[config.mk]
export PLATFORM = sky130hd
export DESIGN_NAME = id_stage_pipe_flat
export DESIGN_NICKNAME = d
export VERILOG_FILES = /design/src/rtl/id_pkg.sv /design/src/rtl/id_stage_pipe_if.sv /design/src/rtl/id_decode.sv /design/src/rtl/id_stage_pipe.sv /design/src/flat_wrapper.sv
export SDC_FILE = /design/constraint.sdc
export NUM_CORES = 1
export LEC_CHECK = 0
export BUFFER_PORTS_ARGS = -buffer_cell sky130_fd_sc_hd__buf_4
export CAP_MARGIN = 0
export CORE_MARGIN = 5
export CORE_UTILIZATION = 30
export CTS_CLUSTER_SIZE = 8
export DETAILED_ROUTE_END_ITERATION = 7
export PLACE_DENSITY = 0.59
export SLEW_MARGIN = 0
export SYNTH_ARGS = -nofsm -noshare
export SYNTH_HDL_FRONTEND = slang
export SYNTH_SLANG_ARGS = --single-unit
[constraint.sdc]
create_clock -name clk -period 2.68 [get_ports clk]
set_input_delay 0.268 -clock clk [delete_from_list [all_inputs] [get_ports clk]]
set_output_delay 0.268 -clock clk [all_outputs]
set_load 0.005 [all_outputs]
[src/rtl/id_pkg.sv]
// Shared decode definitions for the RV32/RV64 instruction decode stage:
// opcode and func3 constants, memory access size codes and the decoded bundle.
// With ID_ILLEGAL_TRAP_EN defined the bundle also carries an illegal flag.
package id_pkg;

  // Internal bundle fields are always 64 bits; the stage truncates to XLEN.
  localparam int MAX_XLEN = 64;

  // Major opcodes
  localparam logic [6:0] TYPE_I    = 7'b0010011;
  localparam logic [6:0] TYPE_R_M  = 7'b0110011;
  localparam logic [6:0] OP_IMM_32 = 7'b0011011;
  localparam logic [6:0] OP_32     = 7'b0111011;
  localparam logic [6:0] LOAD      = 7'b0000011;
  localparam logic [6:0] STORE     = 7'b0100011;
  localparam logic [6:0] B         = 7'b1100011;
  localparam logic [6:0] JAL       = 7'b1101111;
  localparam logic [6:0] JALR      = 7'b1100111;
  localparam logic [6:0] LUI       = 7'b0110111;
  localparam logic [6:0] AUIPC     = 7'b0010111;

  // func3 values
  localparam logic [2:0] F3_ADD_SUB = 3'b000;
  localparam logic [2:0] F3_SLL     = 3'b001;
  localparam logic [2:0] F3_SRL_SRA = 3'b101;
  localparam logic [2:0] F3_LB      = 3'b000;
  localparam logic [2:0] F3_LH      = 3'b001;
  localparam logic [2:0] F3_LW      = 3'b010;
  localparam logic [2:0] F3_LD      = 3'b011;
  localparam logic [2:0] F3_LBU     = 3'b100;
  localparam logic [2:0] F3_LHU     = 3'b101;
  localparam logic [2:0] F3_LWU     = 3'b110;
  localparam logic [2:0] F3_BR_R2   = 3'b010;  // reserved branch func3
  localparam logic [2:0] F3_BR_R3   = 3'b011;  // reserved branch func3
  localparam logic [2:0] F3_JALR    = 3'b000;

  // mem_size encodings
  localparam logic [1:0] MEM_B = 2'd0;
  localparam logic [1:0] MEM_H = 2'd1;
  localparam logic [1:0] MEM_W = 2'd2;
  localparam logic [1:0] MEM_D = 2'd3;

  typedef struct packed {
    logic [31:0]         inst;
    logic [MAX_XLEN-1:0] pc;
    logic [MAX_XLEN-1:0] op1;
    logic [MAX_XLEN-1:0] op2;
    logic [MAX_XLEN-1:0] base;
    logic [MAX_XLEN-1:0] offset;
    logic [4:0]          rd;
    logic                reg_wen;
    logic                mem_ren;
    logic                mem_wen;
    logic [1:0]          mem_size;
    logic                mem_unsigned;
    logic                word_op;
`ifdef ID_ILLEGAL_TRAP_EN
    logic                illegal;
`endif
  } id_bundle_t;

endpackage

[src/rtl/id_stage_pipe_if.sv]
// Decode-to-execute channel: registered bundle plus valid/ready handshake.
// master = decode stage (producer), slave = execute stage (consumer).
// illegal_o exists only when ID_ILLEGAL_TRAP_EN is defined.
interface id_stage_pipe_if #(
  parameter int XLEN = 64
) ();
  logic            out_valid;
  logic            out_ready;
  logic [31:0]     inst_o;
  logic [XLEN-1:0] inst_addr_o;
  logic [XLEN-1:0] op1_o;
  logic [XLEN-1:0] op2_o;
  logic [4:0]      rd_addr_o;
  logic            reg_wen_o;
  logic [XLEN-1:0] base_addr_o;
  logic [XLEN-1:0] offset_addr_o;
  logic            mem_ren_o;
  logic            mem_wen_o;
  logic [1:0]      mem_size_o;
  logic            mem_unsigned_o;
  logic            word_op_o;
`ifdef ID_ILLEGAL_TRAP_EN
  logic            illegal_o;
`endif

  modport master (
    input  out_ready,
`ifdef ID_ILLEGAL_TRAP_EN
    output illegal_o,
`endif
    output out_valid, inst_o, inst_addr_o, op1_o, op2_o, rd_addr_o, reg_wen_o,
           base_addr_o, offset_addr_o, mem_ren_o, mem_wen_o, mem_size_o,
           mem_unsigned_o, word_op_o
  );

  modport slave (
    output out_ready,
`ifdef ID_ILLEGAL_TRAP_EN
    input  illegal_o,
`endif
    input  out_valid, inst_o, inst_addr_o, op1_o, op2_o, rd_addr_o, reg_wen_o,
           base_addr_o, offset_addr_o, mem_ren_o, mem_wen_o, mem_size_o,
           mem_unsigned_o, word_op_o
  );
endinterface

[src/rtl/id_decode.sv]
// Combinational RV32I/RV64I decoder: instruction, PC and register data in,
// decoded bundle and rs1/rs2 usage flags out. Undecodable instructions give
// an all-zero bundle (with ID_ILLEGAL_TRAP_EN: inst/pc kept, illegal set).
module id_decode
  import id_pkg::*;
#(
  parameter int XLEN = 64,
  parameter int SHW  = $clog2(XLEN)
) (
  input  logic [31:0]     inst,
  input  logic [XLEN-1:0] pc,
  input  logic [XLEN-1:0] rs1_data,
  input  logic [XLEN-1:0] rs2_data,
  output id_bundle_t      bundle,
  output logic            rs1_used,
  output logic            rs2_used
);
  localparam bit IS_RV64 = (XLEN == 64);

  logic [6:0]          opcode;
  logic [2:0]          f3;
  logic [MAX_XLEN-1:0] pc_w, rs1_w, rs2_w, shamt_mask;
  logic [MAX_XLEN-1:0] imm_i, imm_s, imm_b, imm_u, imm_j;
  logic                is_shift;
  logic                legal;
  logic                writes_rd;
  id_bundle_t          dec;

  assign opcode     = inst[6:0];
  assign f3         = inst[14:12];
  assign pc_w       = MAX_XLEN'(pc);
  assign rs1_w      = MAX_XLEN'(rs1_data);
  assign rs2_w      = MAX_XLEN'(rs2_data);
  assign shamt_mask = (64'd1 << SHW) - 64'd1;
  assign is_shift   = (f3 == F3_SLL) || (f3 == F3_SRL_SRA);

  assign imm_i = {{52{inst[31]}}, inst[31:20]};
  assign imm_s = {{52{inst[31]}}, inst[31:25], inst[11:7]};
  assign imm_b = {{51{inst[31]}}, inst[31], inst[7], inst[30:25], inst[11:8], 1'b0};
  assign imm_u = {{32{inst[31]}}, inst[31:12], 12'b0};
  assign imm_j = {{43{inst[31]}}, inst[31], inst[19:12], inst[20], inst[30:21], 1'b0};

  // rs1 is read by everything except U/J formats; rs2 only by R/S/B formats
  assign rs1_used = !((opcode == LUI) || (opcode == AUIPC) || (opcode == JAL));
  assign rs2_used = (opcode == TYPE_R_M) || (opcode == OP_32) ||
                    (opcode == STORE) || (opcode == B);

  // Per-opcode field selection, then rd/illegal post-processing
  always_comb begin
    dec       = '0;
    legal     = 1'b0;
    writes_rd = 1'b0;
    dec.inst  = inst;
    dec.pc    = pc_w;
    case (opcode)
      TYPE_I: begin
        legal     = 1'b1;
        writes_rd = 1'b1;
        dec.op1   = rs1_w;
        dec.op2   = is_shift ? MAX_XLEN'(inst[20 +: SHW]) : imm_i;
      end
      TYPE_R_M: begin
        legal     = 1'b1;
        writes_rd = 1'b1;
        dec.op1   = rs1_w;
        dec.op2   = is_shift ? (rs2_w & shamt_mask) : rs2_w;
      end
      OP_IMM_32: begin
        // shamt is 5 bits; inst[25] set would be a 6-bit shift, which is reserved
        legal       = IS_RV64 && ((f3 == F3_ADD_SUB) || (is_shift && !inst[25]));
        writes_rd   = 1'b1;
        dec.word_op = 1'b1;
        dec.op1     = rs1_w;
        dec.op2     = is_shift ? MAX_XLEN'(inst[24:20]) : imm_i;
      end
      OP_32: begin
        legal       = IS_RV64 && ((f3 == F3_ADD_SUB) || is_shift);
        writes_rd   = 1'b1;
        dec.word_op = 1'b1;
        dec.op1     = rs1_w;
        dec.op2     = is_shift ? (rs2_w & 64'h1F) : rs2_w;
      end
      LOAD: begin
        legal = (f3 == F3_LB) || (f3 == F3_LH) || (f3 == F3_LW) ||
                (f3 == F3_LBU) || (f3 == F3_LHU) ||
                (IS_RV64 && ((f3 == F3_LD) || (f3 == F3_LWU)));
        writes_rd        = 1'b1;
        dec.base         = rs1_w;
        dec.offset       = imm_i;
        dec.mem_ren      = 1'b1;
        dec.mem_size     = f3[1:0];
        dec.mem_unsigned = f3[2];
      end
      STORE: begin
        legal        = !f3[2] && (IS_RV64 || (f3[1:0] != MEM_D));
        dec.base     = rs1_w;
        dec.offset   = imm_s;
        dec.op2      = rs2_w;
        dec.mem_wen  = 1'b1;
        dec.mem_size = f3[1:0];
      end
      B: begin
        legal      = (f3 != F3_BR_R2) && (f3 != F3_BR_R3);
        dec.op1    = rs1_w;
        dec.op2    = rs2_w;
        dec.base   = pc_w;
        dec.offset = imm_b;
      end
      JAL: begin
        legal      = 1'b1;
        writes_rd  = 1'b1;
        dec.op1    = pc_w;
        dec.op2    = 64'd4;
        dec.base   = pc_w;
        dec.offset = imm_j;
      end
      JALR: begin
        legal      = (f3 == F3_JALR);
        writes_rd  = 1'b1;
        dec.op1    = pc_w;
        dec.op2    = 64'd4;
        dec.base   = rs1_w;
        dec.offset = imm_i;
      end
      LUI: begin
        legal     = 1'b1;
        writes_rd = 1'b1;
        dec.op2   = imm_u;
      end
      AUIPC: begin
        legal     = 1'b1;
        writes_rd = 1'b1;
        dec.op1   = pc_w;
        dec.op2   = imm_u;
      end
      default: ;
    endcase
    dec.rd      = writes_rd ? inst[11:7] : 5'd0;
    dec.reg_wen = writes_rd && (inst[11:7] != 5'd0);
    if (!legal) begin
      dec = '0;
`ifdef ID_ILLEGAL_TRAP_EN
      // keep inst/pc so the trap handler can report mtval/mepc
      dec.inst    = inst;
      dec.pc      = pc_w;
      dec.illegal = 1'b1;
`endif
    end
    bundle = dec;
  end

endmodule

[src/rtl/id_stage_pipe.sv]
// Registered decode stage between if_id and ex: decodes one instruction per
// accept, holds it behind a valid/ready handshake, stalls on load-use
// hazards against the held instruction and drops its contents on flush.
// Optional: ID_ILLEGAL_TRAP_EN adds the registered illegal_o flag.
module id_stage_pipe
  import id_pkg::*;
#(
  parameter int XLEN = 64,
  parameter int SHW  = $clog2(XLEN)
) (
  input  logic              clk,
  input  logic              rst_n,
  input  logic              in_valid,
  output logic              in_ready,
  input  logic [31:0]       inst_i,
  input  logic [XLEN-1:0]   inst_addr_i,
  output logic [4:0]        rs1_addr_o,
  output logic [4:0]        rs2_addr_o,
  input  logic [XLEN-1:0]   rs1_data_i,
  input  logic [XLEN-1:0]   rs2_data_i,
  input  logic              flush_i,
  id_stage_pipe_if.master   ex_if
);
  id_bundle_t bundle_next, bundle_reg;
  logic       valid_reg;
  logic       rs1_used, rs2_used;
  logic       hazard, accept;

  assign rs1_addr_o = inst_i[19:15];
  assign rs2_addr_o = inst_i[24:20];

  id_decode #(.XLEN(XLEN), .SHW(SHW)) u_decode (
    .inst     (inst_i),
    .pc       (inst_addr_i),
    .rs1_data (rs1_data_i),
    .rs2_data (rs2_data_i),
    .bundle   (bundle_next),
    .rs1_used (rs1_used),
    .rs2_used (rs2_used)
  );

  // A held load whose rd feeds the incoming instruction must leave first
  assign hazard = valid_reg && bundle_reg.mem_ren && (bundle_reg.rd != 5'd0) &&
                  ((rs1_used && (bundle_reg.rd == rs1_addr_o)) ||
                   (rs2_used && (bundle_reg.rd == rs2_addr_o)));
  assign in_ready = !flush_i && !hazard && (!valid_reg || ex_if.out_ready);
  assign accept   = in_valid && in_ready;

  // Output register: flush > accept > drain > hold
  always_ff @(posedge clk or negedge rst_n) begin
    if (!rst_n) begin
      valid_reg  <= 1'b0;
      bundle_reg <= '0;
    end else if (flush_i) begin
      valid_reg  <= 1'b0;
    end else if (accept) begin
      valid_reg  <= 1'b1;
      bundle_reg <= bundle_next;
    end else if (ex_if.out_ready) begin
      valid_reg  <= 1'b0;
    end
  end

  assign ex_if.out_valid      = valid_reg;
  assign ex_if.inst_o         = bundle_reg.inst;
  assign ex_if.inst_addr_o    = bundle_reg.pc[XLEN-1:0];
  assign ex_if.op1_o          = bundle_reg.op1[XLEN-1:0];
  assign ex_if.op2_o          = bundle_reg.op2[XLEN-1:0];
  assign ex_if.rd_addr_o      = bundle_reg.rd;
  assign ex_if.reg_wen_o      = bundle_reg.reg_wen;
  assign ex_if.base_addr_o    = bundle_reg.base[XLEN-1:0];
  assign ex_if.offset_addr_o  = bundle_reg.offset[XLEN-1:0];
  assign ex_if.mem_ren_o      = bundle_reg.mem_ren;
  assign ex_if.mem_wen_o      = bundle_reg.mem_wen;
  assign ex_if.mem_size_o     = bundle_reg.mem_size;
  assign ex_if.mem_unsigned_o = bundle_reg.mem_unsigned;
  assign ex_if.word_op_o      = bundle_reg.word_op;
`ifdef ID_ILLEGAL_TRAP_EN
  assign ex_if.illegal_o      = bundle_reg.illegal;
`endif

endmodule

[src/flat_wrapper.sv]
// flat-port wrapper written by rule: the top's interface ports become plain ports
module id_stage_pipe_flat import id_pkg::*;
#(
  parameter int XLEN = 64,
  parameter int SHW  = $clog2(XLEN)
)
  (clk, rst_n, in_valid, in_ready, inst_i, inst_addr_i, rs1_addr_o, rs2_addr_o, rs1_data_i, rs2_data_i, flush_i, ex_if_out_ready, ex_if_out_valid, ex_if_inst_o, ex_if_inst_addr_o, ex_if_op1_o, ex_if_op2_o, ex_if_rd_addr_o, ex_if_reg_wen_o, ex_if_base_addr_o, ex_if_offset_addr_o, ex_if_mem_ren_o, ex_if_mem_wen_o, ex_if_mem_size_o, ex_if_mem_unsigned_o, ex_if_word_op_o);
  id_stage_pipe_if #(.XLEN(XLEN)) ex_if_i ();
  input  logic clk;
  input  logic rst_n;
  input  logic in_valid;
  output logic in_ready;
  input  logic [31:0] inst_i;
  input  logic [XLEN-1:0] inst_addr_i;
  output logic [4:0] rs1_addr_o;
  output logic [4:0] rs2_addr_o;
  input  logic [XLEN-1:0] rs1_data_i;
  input  logic [XLEN-1:0] rs2_data_i;
  input  logic flush_i;
  input wire logic [$bits(ex_if_i.out_ready)-1:0] ex_if_out_ready;
  output wire logic [$bits(ex_if_i.out_valid)-1:0] ex_if_out_valid;
  output wire logic [$bits(ex_if_i.inst_o)-1:0] ex_if_inst_o;
  output wire logic [$bits(ex_if_i.inst_addr_o)-1:0] ex_if_inst_addr_o;
  output wire logic [$bits(ex_if_i.op1_o)-1:0] ex_if_op1_o;
  output wire logic [$bits(ex_if_i.op2_o)-1:0] ex_if_op2_o;
  output wire logic [$bits(ex_if_i.rd_addr_o)-1:0] ex_if_rd_addr_o;
  output wire logic [$bits(ex_if_i.reg_wen_o)-1:0] ex_if_reg_wen_o;
  output wire logic [$bits(ex_if_i.base_addr_o)-1:0] ex_if_base_addr_o;
  output wire logic [$bits(ex_if_i.offset_addr_o)-1:0] ex_if_offset_addr_o;
  output wire logic [$bits(ex_if_i.mem_ren_o)-1:0] ex_if_mem_ren_o;
  output wire logic [$bits(ex_if_i.mem_wen_o)-1:0] ex_if_mem_wen_o;
  output wire logic [$bits(ex_if_i.mem_size_o)-1:0] ex_if_mem_size_o;
  output wire logic [$bits(ex_if_i.mem_unsigned_o)-1:0] ex_if_mem_unsigned_o;
  output wire logic [$bits(ex_if_i.word_op_o)-1:0] ex_if_word_op_o;
  assign ex_if_i.out_ready = ex_if_out_ready;
  assign ex_if_out_valid = ex_if_i.out_valid;
  assign ex_if_inst_o = ex_if_i.inst_o;
  assign ex_if_inst_addr_o = ex_if_i.inst_addr_o;
  assign ex_if_op1_o = ex_if_i.op1_o;
  assign ex_if_op2_o = ex_if_i.op2_o;
  assign ex_if_rd_addr_o = ex_if_i.rd_addr_o;
  assign ex_if_reg_wen_o = ex_if_i.reg_wen_o;
  assign ex_if_base_addr_o = ex_if_i.base_addr_o;
  assign ex_if_offset_addr_o = ex_if_i.offset_addr_o;
  assign ex_if_mem_ren_o = ex_if_i.mem_ren_o;
  assign ex_if_mem_wen_o = ex_if_i.mem_wen_o;
  assign ex_if_mem_size_o = ex_if_i.mem_size_o;
  assign ex_if_mem_unsigned_o = ex_if_i.mem_unsigned_o;
  assign ex_if_word_op_o = ex_if_i.word_op_o;
  id_stage_pipe #(.XLEN(XLEN), .SHW(SHW)) u_core (.clk(clk), .rst_n(rst_n), .in_valid(in_valid), .in_ready(in_ready), .inst_i(inst_i), .inst_addr_i(inst_addr_i), .rs1_addr_o(rs1_addr_o), .rs2_addr_o(rs2_addr_o), .rs1_data_i(rs1_data_i), .rs2_data_i(rs2_data_i), .flush_i(flush_i), .ex_if(ex_if_i));
endmodule
==> impl_metrics.tcl <==
set metrics [dict create \
    vias_per_cell 5.829 \
    yosysTopAreaCell "dfrtp_1" \
    worst_pin_slew_ns 0.8842 \
    route.vias.total 16735 \
    grt_pass1_wl_um 107200 \
    core_area_sq_um 51510 \
    io-pin-count 605 \
    place_hpwl_um 47730 \
    synth_seq_cells 322 \
    wl_per_cell_um 25.83 \
    total_power_uw 11740 \
    io_buffers 604 \
    drt_iter0_drc 1491 \
    final_cell_mix "buf_4, o21ai_0, dfrtp_1" \
    yosysUniqueCellTypes 53 \
    antenna_left 0 \
    grt_max_degree 154 \
    async_reset_ff_frac 1.000 \
    cts_root_buf "clkbuf_16" \
    leakagePower_uw 0.01046 \
    rrSetupSlack_ns 0.005 \
    initial_core_util 0.3041 \
    clock_sinks 322 \
    grt_pass1_vias 16509 \
    yosys_warnings 0 \
    gr-total-overflow 0 \
    holdCritPathClass "input port to flip-flop" \
    synthTopCellsByArea "dfrtp_1, o21ai_0, o31ai_1" \
    maxCapViolCount 0 \
    gp_congestion 0.8535 \
    crit_path_end_kind "flip-flop" \
    clk_pin_slew_ns 0.05 \
    final_max_slew_viol_count 0 \
    setup_violations 0 \
    critical_path_required_ns 3.14 \
    synth_edf_count 0 \
    first_pass_iters 8 \
    synthCells 1610 \
    dieArea_sq_um 56890 \
    finalCritPeriodShare 0.9981 \
    skew_ns 0.03158 \
    groute.usage.overall 0.2394 \
    synthesis.area_sq_um 15670 \
    cts_buffer_depth 3 \
    num_rows 83 \
    clkLatencyLatePin_ns 0.58 \
    cts_made_buffers 46 \
    die_w_um 238.5 \
    synth_top_area_share 0.5144 \
    routed_wl_um 74160 \
    die_y_um 238.5 \
    fmax_ghz 0.3739 \
    arrival_ns 3.13 \
    syn_nets 1839 \
    worstPathMaxFanout 23 \
    cts_tree "yes" \
    finalSetupTns_ns 0 \
    synth_area_per_cell_sq_um 9.730 \
    status "completed" \
    powerDensity_nw_per_um2 502.8 \
    cts-htree-levels 2 \
    critPathKind "flip-flop to flip-flop" \
    antenna_found_initial 4 \
    start_kind "flip-flop" \
    yosysSeqAreaShare 0.5144 \
    drc 0 \
    area_delta_synth_final_pct 49.08 \
    drive_above_1_share 0.3658 \
    finalHoldViolations 0 \
    finalCriticalPeriod_ns 2.675 \
    synth_flop_cell "dfrtp_1" \
    nNetsFinal 2413 \
    irDropWorstVdd_uv 385.2 \
    final_common_cell "buf_4" \
    relSlewSlack 0.4091 \
]
## worst max-delay path: stages (launching register included)
cell,delay (ns)
dfrtp_2,0.43
or4_4,0.55
o211ai_4,0.27
o41ai_4,0.15
buf_4,0.16
or2_4,0.29
buf_16,0.18
buf_4,0.20
o31ai_2,0.28
## where the power goes
group	switching [uW]	total, uW	internal, uW	leakage (uW)
logic	861	1480	623	0.00537
clock network	2160	5290	3130	0.000605
registers	39.7	4970	4930	0.00449
## layer usage
layer,vias to the layer above,wire length [um],global-route usage
met5,-,39,0
met4,6,2679,0.07704
met3,152,7145,0.06645
met2,937,35270,0.3890
met1,8425,29020,0.3115
li1,7215,-,-
## path summary, 6_finish.rpt
kind / start / end / depth (start not counted)
max: u_core.ex_if.rd_addr_o[0] / u_core.ex_if.op1_o[24] / 8
min: inst_addr_i[2] / u_core.ex_if.inst_addr_o[2] / 3
max reg2reg: u_core.ex_if.rd_addr_o[0] / u_core.ex_if.op1_o[24] / 8
min reg2reg: u_core.ex_if.op2_o[60] / u_core.ex_if.op2_o[60] / 2
max in group asynchronous: rst_n / u_core.ex_if.inst_addr_o[9] / 3
min in group asynchronous: rst_n / u_core.ex_if.op2_o[60] / 2
## cell type report
cell class                      instances  area (sq um)
Tap cell                              680         850.8
Clock buffer                           52          1205
Clock inverter                          2         28.78
Fill cell                            4941         28160
Timing Repair Buffer                  776          6551
Sequential cell                       322          8059
Antenna cell                            1         2.502
Multi-Input combinational cell       1024          6604
Inverter                               14         52.55
## state kept, by name, indices dropped and copies added (netlist names), 2 cells and up
signal and count:
u_core.ex_if.offset_addr_o 21, u_core.ex_if.op1_o 64, u_core.ex_if.base_addr_o 64, u_core.ex_if.inst_o 32, u_core.ex_if.rd_addr_o 5, u_core.ex_if.mem_size_o 2
u_core.ex_if.op2_o 64, u_core.ex_if.inst_addr_o 64
## what timing repair did
item,CTS,global route
setup buffers,5,3
endpoints found under the hold margin,149,0
cloned,4,5
resized for setup,5,39
pin swaps,2,5
hold buffers,78,0
setup endpoints to repair,113,210
## metrics by stage
stage               worst slack [ns]  hold WS (ns)  std cells  cell area [sq um]    util
finish                      0.005200       0.03391       2871              23350  0.4534
global route                -0.04047       0.01454       2870              23350  0.4533
CTS                         0.002321     0.0005928       2862              23040  0.4474
detailed placement          -0.06374        0.3291       2721              20820  0.4041
global placement             0.02559        0.3235       2721              20820  0.4041
floorplan                     0.3112      -0.02759       1610              15670       -
## cells by family (layout without fill, tap and decap cells)
family / Yosys count / in the layout / synth area share
xor gates and xnor gates: 10 / 10 / 0.005591
other: 0 / 1 / 0
DFF: 322 / 322 / 0.5144
AOI/OAI and AO/OA: 948 / 948 / 0.3733
muxes: 5 / 5 / 0.003434
buffers and inverters: 264 / 844 / 0.08107
and+or+nand+nor: 61 / 61 / 0.02220
## cell usage after synthesis (3+ instances only)
master and count:
o21ai_0 467, dfrtp_1 322, o31ai_1 233, clkbuf_1 149, a22oi_1 142, buf_4 54
a21oi_1 47, buf_2 43, a221oi_1 21, o21ai_1 20, inv_1 14, nand2_1 12
xnor2_1 10, nand3_1 8, nor2_1 6, nand2b_1 5, nor2b_1 4, nor3_1 4
buf_6 3, nand3b_1 3
Note: power is estimated with default switching activity, not from simulation.
